===== src/rtl/launcher_pkg.sv =====
// rtl/launcher_pkg.sv - shared state encoding and defaults for the program launcher
package launcher_pkg;

    typedef enum logic [2:0] {
        IDLE   = 3'd0,
        START  = 3'd1,
        RUN    = 3'd2,
        REPORT = 3'd3,
        FINISH = 3'd4
    } launchState_t;

    localparam int DEFAULT_TIMEOUT      = 20000;
    localparam int DEFAULT_START_CYCLES = 2;

endpackage


===== src/rtl/cycle_timer.sv =====
// rtl/cycle_timer.sv - clearable up-counter flagging the cycle whose increment reaches LIMIT
module cycle_timer #(
    parameter int CYC_W = 16,
    parameter int LIMIT = 20000
) (
    input  logic             Clk,
    input  logic             Reset,
    input  logic             clear,
    input  logic             enable,
    output logic [CYC_W-1:0] count,
    output logic             hit_limit
);

    // Asserted while count+1 equals LIMIT, so the owner can act on the same edge.
    assign hit_limit = (count == CYC_W'(LIMIT - 1));

    always_ff @(posedge Clk) begin
        if (Reset || clear) begin
            count <= '0;
        end else if (enable) begin
            count <= count + CYC_W'(1);
        end
    end

endmodule


===== src/rtl/prog_launcher.sv =====
// rtl/prog_launcher.sv - sequences Reset/Start to the core for NUM_PROGS programs and reports cycle counts
module prog_launcher
    import launcher_pkg::*;
#(
    parameter int NUM_PROGS    = 3,
    parameter int CYC_W        = 16,
    parameter int TIMEOUT      = DEFAULT_TIMEOUT,
    parameter int START_CYCLES = DEFAULT_START_CYCLES,
    localparam int PW          = (NUM_PROGS > 1) ? $clog2(NUM_PROGS) : 1
) (
    input  logic             Clk,
    input  logic             Reset,
    input  logic             Go,
    input  logic             DutAck,
    output logic             DutReset,
    output logic             DutStart,
    output logic [PW-1:0]    ProgIdx,
    output logic [CYC_W-1:0] CycleCount,
    output logic             CountValid,
    output logic             TimedOut,
    output logic             Busy,
    output logic             Done
);

    localparam int SW = (START_CYCLES > 1) ? $clog2(START_CYCLES) : 1;

    if (TIMEOUT < 1 || (TIMEOUT >> CYC_W) != 0) begin : gBadTimeout
        $error("prog_launcher: TIMEOUT must lie in 1 .. 2**CYC_W-1");
    end

    launchState_t     state;
    launchState_t     nextState;
    logic [SW-1:0]    startCnt;
    logic [CYC_W-1:0] runCount;
    logic             hitLimit;
    logic             startLast;
    logic             lastProg;
    logic             inRun;

    assign startLast = (startCnt == SW'(START_CYCLES - 1));
    assign lastProg  = (ProgIdx == PW'(NUM_PROGS - 1));
    assign inRun     = (state == RUN);

    cycle_timer #(
        .CYC_W (CYC_W),
        .LIMIT (TIMEOUT)
    ) runTimer (
        .Clk       (Clk),
        .Reset     (Reset),
        .clear     (!inRun),
        .enable    (inRun),
        .count     (runCount),
        .hit_limit (hitLimit)
    );

    // Pin outputs depend on the registered state only, never on inputs.
    always_comb begin
        nextState = state;
        DutReset  = 1'b0;
        DutStart  = 1'b0;
        Busy      = 1'b0;
        Done      = 1'b0;
        case (state)
            IDLE: begin
                DutReset = 1'b1;
                if (Go) nextState = START;
            end
            START: begin
                DutStart = 1'b1;
                Busy     = 1'b1;
                if (startLast) nextState = RUN;
            end
            RUN: begin
                Busy = 1'b1;
                if (DutAck || hitLimit) nextState = REPORT;
            end
            REPORT: begin
                Busy      = 1'b1;
                nextState = lastProg ? FINISH : START;
            end
            FINISH: begin
                Done = 1'b1;
                if (Go) nextState = START;
            end
            default: nextState = IDLE;
        endcase
    end

    always_ff @(posedge Clk) begin
        if (Reset) begin
            state      <= IDLE;
            startCnt   <= '0;
            ProgIdx    <= '0;
            CycleCount <= '0;
            CountValid <= 1'b0;
            TimedOut   <= 1'b0;
        end else begin
            state      <= nextState;
            CountValid <= 1'b0;
            case (state)
                IDLE, FINISH: begin
                    if (Go) begin
                        ProgIdx  <= '0;
                        TimedOut <= 1'b0;
                    end
                end
                START: startCnt <= startLast ? '0 : startCnt + SW'(1);
                RUN: begin
                    // Ack wins over a coincident timeout and is not flagged.
                    if (DutAck) begin
                        CycleCount <= runCount + CYC_W'(1);
                        CountValid <= 1'b1;
                    end else if (hitLimit) begin
                        CycleCount <= CYC_W'(TIMEOUT);
                        CountValid <= 1'b1;
                        TimedOut   <= 1'b1;
                    end
                end
                REPORT: begin
                    if (!lastProg) ProgIdx <= ProgIdx + PW'(1);
                end
                default: ;
            endcase
        end
    end

endmodule


===== config.mk =====
export PLATFORM = sky130hd
export DESIGN_NAME = prog_launcher
export DESIGN_NICKNAME = d
export VERILOG_FILES = /design/src/rtl/launcher_pkg.sv /design/src/rtl/cycle_timer.sv /design/src/rtl/prog_launcher.sv
export SDC_FILE = /design/constraint.sdc
export NUM_CORES = 1
export LEC_CHECK = 0
export CAP_MARGIN = 0
export CORE_MARGIN = 4
export CORE_UTILIZATION = 40
export CTS_CLUSTER_SIZE = 30
export DETAILED_ROUTE_END_ITERATION = 16
export PLACE_DENSITY = 0.59
export SYNTH_ARGS = -nofsm -noshare
export SYNTH_HDL_FRONTEND = slang
export SYNTH_HIERARCHICAL = 1
export SYNTH_SLANG_ARGS = --single-unit

===== constraint.sdc =====
create_clock -name Clk -period 5.6 [get_ports Clk]
set_clock_uncertainty 0.15 [all_clocks]
set_input_delay 0.56 -clock Clk [delete_from_list [all_inputs] [get_ports Clk]]
set_output_delay 0.56 -clock Clk [all_outputs]
set_load 0.005 [all_outputs]

==> results of run 1 <==
[area by class of cell]
cell class                      count  area share
Inverter                            7      0.0105
Timing Repair Buffer               27       0.108
Clock inverter                      1      0.0120
Clock buffer                        7      0.0384
Tap cell                           67      0.0334
Multi-Input combinational cell    175       0.479
Sequential cell                    40       0.319
[synth_stat cells (all sizes together) (7+ instances only)]
cell | number | area (µm²)
nand4 | 11 | 90.1
xnor2 | 10 | 87.6
nand2 | 16 | 60.1
nor4 | 11 | 93.8
nand3 | 9 | 85.1
inv | 7 | 26.3
nor2 | 32 | 120
xor2 | 9 | 78.8
or3 | 7 | 43.8
a21oi | 8 | 40.0
mux2i | 8 | 80.1
nor3 | 7 | 35.0
dfxtp | 40 | 801
[metal layers]
metal | vias up | share of wire | wire [µm] | global-route usage
met1 | 771 | 0.49 | 2230 | 0.210
met3 | 9 | 0.043 | 192 | 0.0384
met2 | 30 | 0.44 | 1990 | 0.228
met4 | 0 | 0.020 | 89 | 0.0625
met5 | - | 0 | 0 | 0
li1 | 890 | - | - | -
[report_power, final]
| part | switching, W | total, W | internal, W | leakage [nW] |
|---|---|---|---|---|
| clock network | 0.0000952 | 0.000252 | 0.000157 | 0.0645 |
| logic | 0.0000187 | 0.0000376 | 0.0000189 | 0.399 |
| registers | 0.00000436 | 0.000292 | 0.000288 | 0.323 |
[worst min path at each step]
| stage | startpoint | to | slack (ns) |
|---|---|---|---|
| final | CycleCount[15] | CycleCount[15] | 0.34 |
| after detailed placement | CycleCount[12] | CycleCount[12] | 0.32 |
| after CTS | CycleCount[15] | CycleCount[15] | 0.34 |
| after global routing | CycleCount[8] | CycleCount[8] | 0.36 |
| after floorplan | runTimer/count[15] | runTimer/count[15] | 0.32 |
| after global placement | CycleCount[12] | CycleCount[12] | 0.31 |
[state kept, by name, indices dropped and copies added (netlist names)]
signal,cells
state,3
CountValid,1
runTimer/count,16
ProgIdx,2
startCnt,1
CycleCount,16
TimedOut,1
[cell families after synthesis]
| kind of cell | after synthesis | share of synthesized area |
|---|---|---|
| and+or+nand+nor | 109 | 0.315 |
| DFF | 40 | 0.386 |
| AOI/OAI and AO/OA | 36 | 0.127 |
| buffers and inverters | 15 | 0.0344 |
| adders and majority gates | 3 | 0.0181 |
| xor gates and xnor gates | 19 | 0.0803 |
| muxes | 8 | 0.0386 |
[metrics by stage]
stage	instances	hold WS [ns]	power (W)
floorplan	230	0.318	0.000322
global placement	316	0.313	0.000338
detailed placement	316	0.316	0.000337
CTS	324	0.342	0.000592
global route	324	0.358	0.000611
finish	324	0.337	0.000582
==> flow_summary.json, run 1 <==
{
  "outcome": "completed",
  "cts.sinks": 40,
  "dpl_cell_area_um2": 2380,
  "ys_ff_latch": 40,
  "cts_buffers": 5,
  "clk_latency_ns": 0.29,
  "start_util": 0.425,
  "leakage_nw": 0.786,
  "track_usage": 0.153,
  "setup_viol": 0,
  "crit_slowest_cell": "nor4_1",
  "timing.critical_path.depth": 7,
  "antenna_found_initial": 0,
  "fmax_mhz": 366,
  "place_hpwl_mm": 3.31,
  "path_cells": "ha_1 > nand3b_1 > nor4_1 > nor2_1 > and2b_1 > nor2_1 > a22o_1",
  "cts_resized": 0,
  "worstPathMaxFanout": 8,
  "path_clk_slew_ns": 0.07,
  "die_area_um2": 6400,
  "ys_async_sr_fraction": 0,
  "ys_types": 45,
  "route.detailed.drc": 0,
  "syn_nets": 237,
  "hp-class": "flip-flop to flip-flop",
  "critPathCapture": "CycleCount[7]",
  "r2r-start": "runTimer/count[0]",
  "ir_drop_mv": 0.142,
  "io_pins": 28,
  "cts_setup_buffers": 0,
  "area_delta_synth_final_pct": 21.0,
  "start_kind": "flip-flop",
  "dp_slack_ns": 2.88,
  "cp_top_family": "simple AND/OR/NAND/NOR gates",
  "multi_input_area_um2": 1200,
  "numPortBuffers": 27,
  "max_cap_violations": 0,
  "final_cell_mix": "40 x dfxtp_1, 32 x nor2_1, 27 x clkdlybuf4s50_1",
  "cts_buffer_depth": 2,
  "stdcell_area_um2": 2510,
  "antenna_cells": 0,
  "reg2reg_to": "CycleCount[7]",
  "routed_wl_mm": 4.50,
  "viasPerCell": 5.25,
  "first_pass_iters": 4,
  "ff2ff_setup_slack_ns": 2.86,
  "critPathArrivalTime_ns": 2.77,
  "hold_viol": 0,
  "grt_max_degree": 28,
  "cp-startpoint": "runTimer/count[0]",
  "cp-end-kind": "flip-flop",
  "rsz0062_at_grt": "false",
  "clock-root-buffer": "clkbuf_8",
  "syn_inst": 230,
  "setup_ws_ns": 2.86,
  "ff_latch_area_um2": 801,
  "slowest_delay_ns": 0.59,
  "final_common_cell": "dfxtp_1",
  "final_nets": 263,
  "die_h_um": 80.0,
  "yosysWarningCount": 6,
  "synth_area_per_cell_um2": 9.01,
  "r2r_cells": 7,
  "fin_crit_sh": 0.488,
  "path_class": "flip-flop to flip-flop",
  "cts_hold_buf": 0,
  "fin_setup_tns_ns": 0,
  "vias": 1700,
  "p_per_area_nw_per_um2": 232,
  "first_global_vias": 1588,
  "required_ns": 5.63,
  "routedWlPerCell_um": 13.9,
  "yosysSeqAreaShare": 0.386,
  "overflow": 0,
  "synthesis.area_um2": 2070,
  "grt_pass1_wl_mm": 7.69,
  "worstMarginPinSlew_ns": 0.975,
  "ys.flop_type": "dfxtp_1",
  "drt-initial-drc-count": 62,
  "h-tree-depth": 2,
  "die_w_um": 80.0,
  "drive_above_1_share": 0.0895,
  "maxSlewHeadroom": 0.348,
  "place.gp.congestion": 0.803,
  "slew_violations": 0,
  "core-area_um2": 4880,
  "postLayoutCoreUtil": 0.514,
  "synth-edff-count": 0,
  "crit_top_cell": "nor2_1",
  "placementRows": 25,
  "ant_nets": 0,
  "cts_tree": "done",
  "hold_depth": 1,
  "path_buf_inv": 0,
  "layout_min_cycle_time_ns": 2.74,
  "n_fill_cell": 490
}
Note: power is estimated with default switching activity, not from simulation.
==> run 2: changes to the inputs <==
==> constraint.sdc (replaced) <==
create_clock -name Clk -period 2.85 [get_ports Clk]
set_clock_uncertainty 0.15 [all_clocks]
set_input_delay 0.285 -clock Clk [delete_from_list [all_inputs] [get_ports Clk]]
set_output_delay 0.285 -clock Clk [all_outputs]
set_load 0.005 [all_outputs]
==> run 2 against run 1 <==
Effect of this change:
- core utilization rose by 1.6 points
- register-to-register slack got worse by 2.5 ns
- non-clock buffer count increased by 11
- first-iteration DRC count grew 31%
- sequential power is 97% higher
- flip-flop and latch count unchanged
- global-route usage is 1.1 points higher
- critical path depth did not move
- clock power grew 94%
- total power grew 96%
- largest cell class unchanged
==> flow_summary.json, run 2 (synthesized netlist as in run 1, its figures left out) <==
{
  "fmax_mhz": 408,
  "first_global_vias": 1633,
  "fin_crit_sh": 0.861,
  "path_clk_slew_ns": 0.08,
  "layout_min_cycle_time_ns": 2.45,
  "ant_nets": 0,
  "place_hpwl_mm": 3.56,
  "area_delta_synth_final_pct": 24.8,
  "r2r-start": "runTimer/count[14]",
  "r2r_cells": 7,
  "antenna_found_initial": 0,
  "start_kind": "flip-flop",
  "route.detailed.drc": 0,
  "rsz0062_at_grt": "false",
  "path_class": "flip-flop to flip-flop",
  "placementRows": 25,
  "maxSlewHeadroom": 0.581,
  "clk_latency_ns": 0.30,
  "vias": 1755,
  "outcome": "completed",
  "overflow": 0,
  "dpl.cell_count": 327,
  "hold_viol": 0,
  "routed_wl_mm": 4.87,
  "cp_top_family": "simple AND/OR/NAND/NOR gates",
  "cts_tree": "done",
  "hp-start": "CycleCount[8]",
  "final_cell_mix": "40 x dfxtp_1, 32 x nor2_1, 27 x clkdlybuf4s50_1",
  "hold_depth": 1,
  "grt_max_degree": 14,
  "path_cells": "nor4b_1 > nand3b_1 > nor4_1 > nor2_1 > and2b_1 > nor2_1 > a22o_1",
  "drive_above_1_share": 0.127,
  "fin_setup_tns_ns": 0,
  "die_area_um2": 6400,
  "core-area_um2": 4880,
  "ir_drop_mv": 0.260,
  "h-tree-depth": 2,
  "final_nets": 274,
  "routedWlPerCell_um": 14.5,
  "io_pins": 28,
  "viasPerCell": 5.24,
  "slowest_delay_ns": 0.59,
  "max_cap_violations": 0,
  "cts.sinks": 40,
  "cts_resized": 0,
  "leakage_nw": 0.842,
  "cts_buffer_depth": 2,
  "path_buf_inv": 0,
  "crit_top_cell": "nor2_1",
  "cts_hold_buf": 0,
  "postLayoutCoreUtil": 0.530,
  "worstPathMaxFanout": 6,
  "whs_endpoint": "CycleCount[8]",
  "cts_setup_buffers": 0,
  "die_h_um": 80.0,
  "track_usage": 0.165,
  "antenna_cells": 0,
  "setup_viol": 0,
  "cp-end-kind": "flip-flop",
  "n_fill_cell": 468,
  "reg2reg_to": "CycleCount[12]",
  "slew_violations": 0,
  "required_ns": 2.90,
  "fin_cells": 335,
  "worstMarginPinSlew_ns": 0.622,
  "die_w_um": 80.0,
  "biggestRegsByFlops": "CycleCount (16), runTimer/count (16), state (3)",
  "start_util": 0.425,
  "first_pass_iters": 4,
  "final_common_cell": "dfxtp_1",
  "critPathArrivalTime_ns": 2.50,
  "hp-class": "flip-flop to flip-flop",
  "p_per_area_nw_per_um2": 442,
  "clock-root-buffer": "clkbuf_8",
  "place.gp.congestion": 0.846,
  "numPortBuffers": 27,
  "drt-initial-drc-count": 81,
  "ff2ff_setup_slack_ns": 0.40,
  "cts_buffers": 5,
  "crit_slowest_cell": "nor4_1",
  "grt_pass1_wl_mm": 8.10
}
## run 2: worst reg2reg max path, stage by stage, from the launching register on
cell and delay (ns):
dfxtp_1 0.45, nor4b_1 0.26, nand3b_1 0.11, nor4_1 0.59
nor2_1 0.11, and2b_1 0.31, nor2_1 0.14, a22o_1 0.24
## run 2: area by class of cell
class                           count  area, µm²  share of cell area
Multi-Input combinational cell    175       1200               0.464
Inverter                            7       26.3              0.0102
Timing Repair Buffer               38        353               0.136
Tap cell                           67       83.8              0.0324
Clock inverter                      2       38.8              0.0150
Sequential cell                    40        801               0.310
Clock buffer                        6       82.6              0.0319
## run 2: power by group
group / switching [W] / internal [W] / leakage (nW)
clock: 0.000203 / 0.000286 / 0.0614
sequential: 0.00000923 / 0.000566 / 0.323
combinational: 0.0000371 / 0.0000397 / 0.458
## run 2: through the flow
| stage | setup WS [ns] | instance area [µm²] | hold slack, ns | power (W) |
|---|---|---|---|---|
| floorplan | 0.625 | 2070 | 0.232 | 0.000633 |
| global placement | 0.552 | 2460 | 0.316 | 0.000666 |
| detailed placement | 0.428 | 2460 | 0.316 | 0.000665 |
| CTS | 0.404 | 2580 | 0.335 | 0.00116 |
| global route | 0.172 | 2580 | 0.356 | 0.00119 |
| finish | 0.397 | 2580 | 0.329 | 0.00114 |
## run 2: worst max path at each step
stage / from / end / slack [ns] / cells past startpoint
3_3_place_gp: runTimer/count[14] / CycleCount[7] / 0.55 / 7
3_5_place_dp: runTimer/count[14] / CycleCount[15] / 0.43 / 7
4_1_cts: runTimer/count[14] / CycleCount[8] / 0.40 / 7
6_report: runTimer/count[14] / CycleCount[12] / 0.40 / 7
5_1_grt: runTimer/count[14] / CycleCount[12] / 0.17 / 7
2_1_floorplan: runTimer/count[6] / CycleCount[15] / 0.62 / 8
## run 2: per-layer routing
metal	routed length (µm)	part of all wire	track usage	vias up
li1	-	-	-	910
met1	2390	0.49	0.226	808
met2	2200	0.45	0.243	31
met3	198	0.041	0.0350	6
met4	83	0.017	0.0777	0
met5	0	0	0	-
